[config.mk]
export PLATFORM = sky130hd
export DESIGN_NAME = cam_config_seq_flat
export DESIGN_NICKNAME = d
export VERILOG_FILES = /design/src/rtl/cam_config_seq_if.sv /design/src/rtl/cam_config_seq.sv /design/src/flat_wrapper.sv
export SDC_FILE = /design/constraint.sdc
export NUM_CORES = 1
export LEC_CHECK = 0
export ABC_AREA = 1
export BUFFER_PORTS_ARGS = -buffer_cell sky130_fd_sc_hd__buf_2
export CORE_AREA = 2 2 87 89
export CTS_BUF_LIST = sky130_fd_sc_hd__clkbuf_4
export DETAILED_ROUTE_END_ITERATION = 6
export DIE_AREA = 0 0 89 91
export HOLD_SLACK_MARGIN = 0.08
export PLACE_DENSITY = 0.72
export SYNTH_ARGS = -nofsm -noshare
export SYNTH_HDL_FRONTEND = slang
export SYNTH_SLANG_ARGS = --single-unit
[constraint.sdc]
create_clock -name i_clk -period 2.1 [get_ports i_clk]
set_input_delay 0.105 -clock i_clk [delete_from_list [all_inputs] [get_ports i_clk]]
set_output_delay 0.105 -clock i_clk [all_outputs]
set_load 0.1 [all_outputs]
[src/rtl/cam_config_seq_if.sv]
// Signal bundle between the camera config sequencer, its config ROM and the SCCB write master.
// The sequencer uses the master modport; the ROM/SCCB side uses the slave modport.
interface cam_config_seq_if;
  logic        i_start;
  logic [7:0]  o_rom_addr;
  logic [15:0] i_rom_data;
  logic        o_sccb_start;
  logic [7:0]  o_sccb_addr;
  logic [7:0]  o_sccb_data;
  logic        i_sccb_ready;
  logic        o_busy;
  logic        o_done;

  modport master (
    input  i_start, i_rom_data, i_sccb_ready,
    output o_rom_addr, o_sccb_start, o_sccb_addr, o_sccb_data, o_busy, o_done
  );

  modport slave (
    output i_start, i_rom_data, i_sccb_ready,
    input  o_rom_addr, o_sccb_start, o_sccb_addr, o_sccb_data, o_busy, o_done
  );
endinterface

[src/rtl/cam_config_seq.sv]
// OV7670 configuration sequencer: walks the config ROM and issues one SCCB write per entry,
// honouring the settle-delay (FF_F0) and end-of-table (FF_FF) markers.
module cam_config_seq #(
  parameter int CLK_FREQ = 25_000_000,
  parameter int DELAY_MS = 10
) (
  input  logic             i_clk,
  input  logic             i_rst,
  cam_config_seq_if.master bus
);

  localparam logic [31:0] DELAY_CYCLES = 32'(CLK_FREQ / 1000 * DELAY_MS);
  localparam logic [31:0] DELAY_LAST   = DELAY_CYCLES - 32'd1;

  typedef enum logic [2:0] {
    S_IDLE   = 3'd0,
    S_FETCH  = 3'd1,
    S_DECODE = 3'd2,
    S_REQ    = 3'd3,
    S_WAIT   = 3'd4,
    S_DELAY  = 3'd5,
    S_DONE   = 3'd6
  } state_t;

  state_t      state_r, state_s;
  logic [7:0]  rom_addr_r, rom_addr_s;
  logic [31:0] delay_cnt_r, delay_cnt_s;
  logic        sccb_start_r, sccb_start_s;
  logic [7:0]  sccb_addr_r, sccb_addr_s;
  logic [7:0]  sccb_data_r, sccb_data_s;
  logic        busy_r, busy_s;
  logic        done_r, done_s;
  logic        last_entry_s;

  function automatic logic is_end_marker(input logic [15:0] word);
    return (word == 16'hFFFF);
  endfunction

  function automatic logic is_delay_marker(input logic [15:0] word);
    return (word == 16'hFFF0);
  endfunction

  assign last_entry_s = (rom_addr_r == 8'hFF);

  // Next-state and next-output decode
  always_comb begin
    state_s      = state_r;
    rom_addr_s   = rom_addr_r;
    delay_cnt_s  = delay_cnt_r;
    sccb_start_s = 1'b0;
    sccb_addr_s  = sccb_addr_r;
    sccb_data_s  = sccb_data_r;
    busy_s       = busy_r;
    done_s       = done_r;
    case (state_r)
      S_IDLE: begin
        rom_addr_s = 8'h00;
        if (bus.i_start) begin
          state_s = S_FETCH;
          busy_s  = 1'b1;
        end else begin
          state_s = S_IDLE;
        end
      end
      S_FETCH: begin
        state_s = S_DECODE;
      end
      S_DECODE: begin
        if (is_end_marker(bus.i_rom_data)) begin
          state_s = S_DONE;
          busy_s  = 1'b0;
          done_s  = 1'b1;
        end else if (is_delay_marker(bus.i_rom_data)) begin
          delay_cnt_s = 32'd0;
          state_s     = S_DELAY;
        end else begin
          sccb_addr_s = bus.i_rom_data[15:8];
          sccb_data_s = bus.i_rom_data[7:0];
          state_s     = S_REQ;
        end
      end
      S_REQ: begin
        if (bus.i_sccb_ready) begin
          sccb_start_s = 1'b1;
          state_s      = S_WAIT;
        end else begin
          state_s = S_REQ;
        end
      end
      // The start pulse is high exactly in the first WAIT cycle, where ready may still be stale.
      S_WAIT: begin
        if (!sccb_start_r && bus.i_sccb_ready) begin
          if (last_entry_s) begin
            state_s = S_DONE;
            busy_s  = 1'b0;
            done_s  = 1'b1;
          end else begin
            rom_addr_s = rom_addr_r + 8'd1;
            state_s    = S_FETCH;
          end
        end else begin
          state_s = S_WAIT;
        end
      end
      S_DELAY: begin
        if (delay_cnt_r == DELAY_LAST) begin
          if (last_entry_s) begin
            state_s = S_DONE;
            busy_s  = 1'b0;
            done_s  = 1'b1;
          end else begin
            rom_addr_s = rom_addr_r + 8'd1;
            state_s    = S_FETCH;
          end
        end else begin
          delay_cnt_s = delay_cnt_r + 32'd1;
        end
      end
      S_DONE: begin
        if (bus.i_start) begin
          rom_addr_s = 8'h00;
          done_s     = 1'b0;
          busy_s     = 1'b1;
          state_s    = S_FETCH;
        end else begin
          state_s = S_DONE;
        end
      end
      default: begin
        state_s = S_IDLE;
      end
    endcase
  end

  // State and output registers
  always_ff @(posedge i_clk or posedge i_rst) begin
    if (i_rst) begin
      state_r      <= S_IDLE;
      rom_addr_r   <= 8'h00;
      delay_cnt_r  <= 32'd0;
      sccb_start_r <= 1'b0;
      sccb_addr_r  <= 8'h00;
      sccb_data_r  <= 8'h00;
      busy_r       <= 1'b0;
      done_r       <= 1'b0;
    end else begin
      state_r      <= state_s;
      rom_addr_r   <= rom_addr_s;
      delay_cnt_r  <= delay_cnt_s;
      sccb_start_r <= sccb_start_s;
      sccb_addr_r  <= sccb_addr_s;
      sccb_data_r  <= sccb_data_s;
      busy_r       <= busy_s;
      done_r       <= done_s;
    end
  end

  assign bus.o_rom_addr   = rom_addr_r;
  assign bus.o_sccb_start = sccb_start_r;
  assign bus.o_sccb_addr  = sccb_addr_r;
  assign bus.o_sccb_data  = sccb_data_r;
  assign bus.o_busy       = busy_r;
  assign bus.o_done       = done_r;

endmodule

[src/flat_wrapper.sv]
// flat-port wrapper written by rule: the top's interface ports become plain ports
module cam_config_seq_flat 
#(
  parameter int CLK_FREQ = 25_000_000,
  parameter int DELAY_MS = 10
)
  (i_clk, i_rst, bus_i_start, bus_i_rom_data, bus_i_sccb_ready, bus_o_rom_addr, bus_o_sccb_start, bus_o_sccb_addr, bus_o_sccb_data, bus_o_busy, bus_o_done);
  cam_config_seq_if bus_i ();
  input  logic i_clk;
  input  logic i_rst;
  input wire logic [$bits(bus_i.i_start)-1:0] bus_i_start;
  input wire logic [$bits(bus_i.i_rom_data)-1:0] bus_i_rom_data;
  input wire logic [$bits(bus_i.i_sccb_ready)-1:0] bus_i_sccb_ready;
  output wire logic [$bits(bus_i.o_rom_addr)-1:0] bus_o_rom_addr;
  output wire logic [$bits(bus_i.o_sccb_start)-1:0] bus_o_sccb_start;
  output wire logic [$bits(bus_i.o_sccb_addr)-1:0] bus_o_sccb_addr;
  output wire logic [$bits(bus_i.o_sccb_data)-1:0] bus_o_sccb_data;
  output wire logic [$bits(bus_i.o_busy)-1:0] bus_o_busy;
  output wire logic [$bits(bus_i.o_done)-1:0] bus_o_done;
  assign bus_i.i_start = bus_i_start;
  assign bus_i.i_rom_data = bus_i_rom_data;
  assign bus_i.i_sccb_ready = bus_i_sccb_ready;
  assign bus_o_rom_addr = bus_i.o_rom_addr;
  assign bus_o_sccb_start = bus_i.o_sccb_start;
  assign bus_o_sccb_addr = bus_i.o_sccb_addr;
  assign bus_o_sccb_data = bus_i.o_sccb_data;
  assign bus_o_busy = bus_i.o_busy;
  assign bus_o_done = bus_i.o_done;
  cam_config_seq #(.CLK_FREQ(CLK_FREQ), .DELAY_MS(DELAY_MS)) u_core (.i_clk(i_clk), .i_rst(i_rst), .bus(bus_i));
endmodule
==> results.yml, run 1 <==
yosys:
  synth_area_um2: 3880
  netlist_instances: 596
  synth_edf_count: 0
  yosysWarnings: 0
  seq_area_frac_synth_pct: 40.0
  synth_area_leaders: "dfrtp_1 40%, nand2_1 25%, nand3_1 9.2%, nor2_1 7.6%, inv_1 4.2%"
  ys_seq_elements: 62
  synth_commonest_cells: "257 x nand2_1, 79 x nor2_1, 71 x nand3_1"
  yosysTopAreaCell: "dfrtp_1"
  avgSynthCellArea_um2: 6.51
  syn_nets: 618
  synth_most_common_cell: "nand2_1"
  yosys.area.top_type_share_pct: 40.0
  synth_ff_type: "dfrtp_1"
  synth_cell_type_count: 34
  synthArstFlopShare_pct: 100
power:
  pwr-share-comb_pct: 9.9
  p_sw_uw: 627
  total_power_mw: 2.40
  power_density_nw_per_um2: 523
  p_int_mw: 1.77
  irDropWorstVdd_mv: 0.381
  p_sw_share_pct: 26.1
  cellLeakagePower_nw: 2.49
  seqPwrFrac_pct: 50.8
  clock_power_share_pct: 39.4
drt:
  routedWlPerCell_um: 13.3
  detail_route.iter0.violations: 239
  via_count: 3938
  vias_per_cell: 5.09
  ant_nets: 0
  drc: 0
  totalWireLength_mm: 10.3
  dr.pass1.iters: 4
sta:
  tightest_slew_ns: 0.592
  hold_viol_final: 0
  setup_slack_ns: 0.237
  finalCriticalPeriod_ns: 1.86
  maxSlewViolCount: 0
  finClkSkew_ns: 0.0181
  rsz0062_at_grt: "no"
  slew-limit-headroom_pct: 60.4
  timing.fmax_ghz: 0.537
  min_period_over_period_pct: 88.7
  setup_viol: 0
  tns_ns: 0
clock_tree:
  cts.sinks: 62
  post-cts-setup-buffer-count: 0
  cts_tree: "yes"
  cts_made_buffers: 9
  path_clk_slew_ns: 0.12
  cts_buffer_depth: 2
  htreeDepth: 3
  clk-insertion-delay-late_ns: 0.41
  clockRootBuffer: "clkbuf_4"
die:
  die_height_um: 91
  core_um2: 7140
  start_util_pct: 54.4
  die-area_um2: 8100
  die_w_um: 89
  boundaryPins: 47
  rows: 31
cells_and_area:
  syn_to_final_growth_pct: 18.1
  layout.nets: 691
  final-seq-area_um2: 1560
  finalInstanceArea_um2: 4580
  final_cells: 773
  nFillCells: 697
  layout-drive-gt1-share_pct: 14.1
  diodes: 0
  multiInputGateArea_um2: 2060
grt:
  grt_usage_pct: 27.6
  grt_max_degree: 35
  grt_first_pass_wirelength_mm: 17.5
  antenna_found_initial: 0
  first_global_vias: 3886
  overflow: 0
worst_setup_path:
  path_delay_family: "simple AND/OR/NAND/NOR gates"
  crit_fanout: 18
  criticalPathCategory: "flop to flop"
  crit_buf_inv: 0
  cp_data_required_time_ns: 2.39
  end_kind: "flop"
  path_cells: "ha_1, nand2_1, nor2_4, nand3_1, nor2_1, nand2_1, nand2_4, nand2_1, nand3_1, nand2_1"
  worst_path_largest_cell_delay_ns: 0.40
  startpoint_type: "flop"
  crit_arrival_ns: 2.15
  cp_common_cell: "nand2_1"
  slowest_stage: "dfrtp_1"
placement:
  place_hpwl_mm: 7.55
  dpl_cell_area_um2: 4230
  port_buffers: 46
  gp_congestion: 1.02
  dp.cells: 738
  post-place-ws_ns: 0.150
min_path:
  holdCritPathClass: "input pin to async pin"
status:
  outcome: "finished clean"
run:
  drv_cap: 0
-- cell usage in the layout (no fill, tap or decap), drive strengths merged --
cell	count
a211o	1
a21o	1
a21oi	2
a31oi	1
buf	54
bufinv	2
clkbuf	11
clkinv	4
dfrtp	62
dlygate4sd3	19
ha	2
inv	51
nand2	260
nand3	72
nand3b	2
nand4	7
nor2	82
nor3	13
nor3b	2
o21a	1
o21ai	12
o21bai	2
o311ai	1
or2	5
xor2	5
-- logic make-up (layout without fill, tap and decap cells) --
group | count (synthesis) | after routing | share of synthesized area [%]
buffers and inverters | 63 | 141 | 7.09
AOI/OAI and AO/OA | 21 | 21 | 3.19
xor gates and xnor gates | 5 | 5 | 1.13
and+or+nand+nor | 443 | 443 | 48.0
adders and majority gates | 2 | 2 | 0.645
DFF | 62 | 62 | 40.0
-- final cells by class --
cell class | count | share of cell area, %
Clock inverter | 5 | 1.61
Tap cell | 99 | 2.70
Sequential cell | 62 | 33.9
Multi-Input combinational cell | 471 | 44.9
Inverter | 52 | 4.29
Clock buffer | 11 | 1.80
Timing Repair Buffer | 73 | 10.8
-- final timing paths --
| path | startpoint | slack (ns) | endpoint | cells past startpoint |
|---|---|---|---|---|
| max reg2reg | u_core.delay_cnt_r[0] | 0.24 | u_core.delay_cnt_r[3] | 10 |
| min reg2reg | u_core.bus.o_sccb_data[7] | 0.47 | u_core.bus.o_sccb_data[7] | 2 |
| max in group asynchronous | i_rst | 1.42 | u_core.bus.o_rom_addr[1] | 4 |
| min in group i_clk | u_core.bus.o_sccb_data[7] | 0.47 | u_core.bus.o_sccb_data[7] | 2 |
| min | i_rst | 0.30 | u_core.delay_cnt_r[8] | 4 |
| max | u_core.delay_cnt_r[0] | 0.24 | u_core.delay_cnt_r[3] | 10 |
-- power by group through the flow --
stage	clock network [mW]	logic, mW	registers (mW)
floorplan	0	0.0382	1.36
global placement	0	0.208	1.24
detailed placement	0	0.210	1.24
CTS	0.967	0.237	1.22
global route	1.01	0.252	1.22
finish	0.944	0.236	1.22
-- metal layers --
layer	share of wire [%]	track usage, %
met3	2.8	4.55
met5	0	0
met1	43	33.5
met4	2.8	11.7
met2	51	47.5
-- per-stage QoR --
stage                     hold slack [ns]  util (%)
after detailed placement            0.197      59.3
after global placement              0.199      59.3
after global routing                0.322      64.2
final                               0.300      64.2
after CTS                           0.287      64.1
after floorplan                     0.228         -
-- registers in the layout (all words and copies together), names as in the netlist --
register and count:
u_core.bus.o_busy 1, u_core.bus.o_sccb_data 8, u_core.state_r 3, u_core.bus.o_done 1
u_core.delay_cnt_r 32, u_core.bus.o_sccb_start 1, u_core.bus.o_sccb_addr 8, u_core.bus.o_rom_addr 8
-- worst register-to-register path: stages, from the launching register on --
cell and delay [ns]:
dfrtp_1 0.40, ha_1 0.19, nand2_1 0.11, nor2_4 0.16
nand3_1 0.09, nor2_1 0.14, nand2_1 0.10, nand2_4 0.20
nand2_1 0.18, nand3_1 0.12, nand2_1 0.07
-- what timing repair did --
item / CTS / global route
hold endpoints to repair: 80 / 0
hold buffers: 19 / 0
gates resized for setup: 0 / 1
setup endpoints to repair: 0 / 6
No activity file was read; power rests on OpenSTA's default activity.
==> run 2: changes to the inputs <==
- CORE_AREA: 2 2 87 89 -> 2 2 122 65
- DIE_AREA: 0 0 89 91 -> 0 0 124 67
==> run 2 against run 1 <==
  * Routed wire length is 3.8% higher
  * Count of clock-buffer cells in the layout unchanged
  * Cell count shrank 0.39%
  * Fmax down 2.3%
  * Non-clock buffer count unchanged
  * Cell area shrank 1.1%
  * Global-route usage is 0.33 points higher
  * Critical path type unchanged
==> results.yml, run 2 (synthesis gave the netlist of run 1 again) <==
clock_tree:
  htreeDepth: 3
  cts_tree: "yes"
  cts_made_buffers: 9
  clk-insertion-delay-late_ns: 0.43
  clockRootBuffer: "clkbuf_4"
  cts.sinks: 62
  cts_buffer_depth: 2
  path_clk_slew_ns: 0.11
sta:
  finalCriticalPeriod_ns: 1.91
  setup_viol: 0
  min_period_over_period_pct: 90.8
  finClkSkew_ns: 0.0142
  tightest_slew_ns: 0.623
  hold_ws_ns: 0.239
  hold_viol_final: 0
  timing.fmax_ghz: 0.525
  rsz0062_at_grt: "no"
  maxSlewViolCount: 0
  tns_ns: 0
  slew-limit-headroom_pct: 58.4
placement:
  port_buffers: 46
  gp_congestion: 0.982
  place_hpwl_mm: 7.92
worst_setup_path:
  cp_data_required_time_ns: 2.42
  crit_fanout: 6
  crit_buf_inv: 1
  r2r_setup_slack_ns: 0.19
  startpoint_type: "flop"
  criticalPathCategory: "flop to flop"
  end_kind: "flop"
  path_cells: "nand2_1, nor2_1, nand2_1, nor2_1, inv_1, o21ai_1, nand2_1, nand2_1, nand2_1"
  r2r_cells: 9
  crit_arrival_ns: 2.23
  path_delay_family: "simple AND/OR/NAND/NOR gates"
  worst_path_largest_cell_delay_ns: 0.48
  cp_common_cell: "nand2_1"
  slowest_stage: "dfrtp_1"
  reg2reg_from: "u_core.delay_cnt_r[6]"
  rr_endpoint: "u_core.delay_cnt_r[17]"
drt:
  routedWlPerCell_um: 13.9
  totalWireLength_mm: 10.7
  detail_route.iter0.violations: 511
  ant_nets: 0
  via_count: 4131
  vias_per_cell: 5.36
  drc: 0
  dr.pass1.iters: 5
cells_and_area:
  layout-drive-gt1-share_pct: 14.1
  top_register: "u_core.delay_cnt_r"
  final_cell_mix: "257 x nand2_1, 79 x nor2_1, 71 x nand3_1"
  layout.nets: 691
  diodes: 0
  syn_to_final_growth_pct: 16.8
  final_common_cell: "nand2_1"
  final_core_util_pct: 63.3
  largest_reg_flops: 32
die:
  core_um2: 7160
  boundaryPins: 47
  die_w_um: 124
  start_util_pct: 54.2
  rows: 22
  die-area_um2: 8310
  die_height_um: 67
grt:
  antenna_found_initial: 0
  grt_usage_pct: 27.9
  grt_max_degree: 33
  overflow: 0
  first_global_vias: 3604
  grt_first_pass_wirelength_mm: 17.6
power:
  irDropWorstVdd_mv: 0.229
  power_density_nw_per_um2: 477
  cellLeakagePower_nw: 2.47
min_path:
  holdCritPathClass: "input pin to async pin"
status:
  outcome: "finished clean"
run:
  drv_cap: 0
-- run 2: cell types whose count changed in the layout (fill, tap and decap cells not counted), sizes merged --
| cell | before | now |
|---|---|---|
| bufinv | 2 | 0 |
| clkinv | 4 | 5 |
| clkinvlp | 0 | 1 |
-- run 2: tightest hold or removal path, cell delays in order --
cell and delay [ns]:
dlygate4sd3_1 0.53, buf_2 0.12, inv_2 0.37
-- run 2: worst max-delay path by stage --
stage	from	endpoint	slack (ns)	cells past startpoint
after detailed placement	u_core.delay_cnt_r[0]	u_core.delay_cnt_r[14]	0.16	10
after floorplan	u_core.bus.o_rom_addr[2]	u_core.bus.o_rom_addr[6]	0.0001	8
after global placement	u_core.delay_cnt_r[0]	u_core.delay_cnt_r[3]	0.23	10
after global routing	u_core.delay_cnt_r[0]	u_core.delay_cnt_r[14]	0.03	10
final	u_core.delay_cnt_r[6]	u_core.delay_cnt_r[17]	0.19	9
after CTS	u_core.delay_cnt_r[0]	u_core.delay_cnt_r[7]	0.14	10
-- run 2: layout make-up --
type                       instances  area [um2]
sequential                        62        1560
multi-input combinational        471        2060
inverter                          52         196
fill                             685        2630
timing repair buffer              73         493
clock buffer                      11        82.6
clock inverter                     5        26.3
tap                               96         120
-- run 2: report_power, final --
group / internal [mW] / total, mW / switching, mW
logic: 0.0585 / 0.239 / 0.181
clock network: 0.260 / 0.706 / 0.446
registers: 1.21 / 1.22 / 0.00805
total: 1.53 / 2.16 / 0.635
-- run 2: metal layers --
metal  global-route usage [%]  wire length [um]  vias up
li1                         -                 -     2019
met1                     42.8              5500     1878
met2                     36.5              3810      209
met3                     9.42              1240       25
met4                     6.74               133        0
met5                     3.47                 0        -
-- run 2: per-stage QoR --
stage	instance area (um2)	std cells	setup WS, ns	power (mW)
6_report	4530	770	0.194	2.16
3_3_place_gp	4230	735	0.226	1.45
5_1_grt	4530	770	0.0259	2.25
3_5_place_dp	4230	735	0.161	1.45
4_1_cts	4530	770	0.144	2.18
2_1_floorplan	3880	596	0.000115	1.39
-- run 2: what timing repair did --
| item | CTS | global route |
|---|---|---|
| endpoints found under the hold margin | 39 | 0 |
| hold buffers | 19 | 0 |
| gates resized for setup | 0 | 1 |
| setup endpoints to repair | 0 | 12 |
| buffers inserted | 0 | 0 |
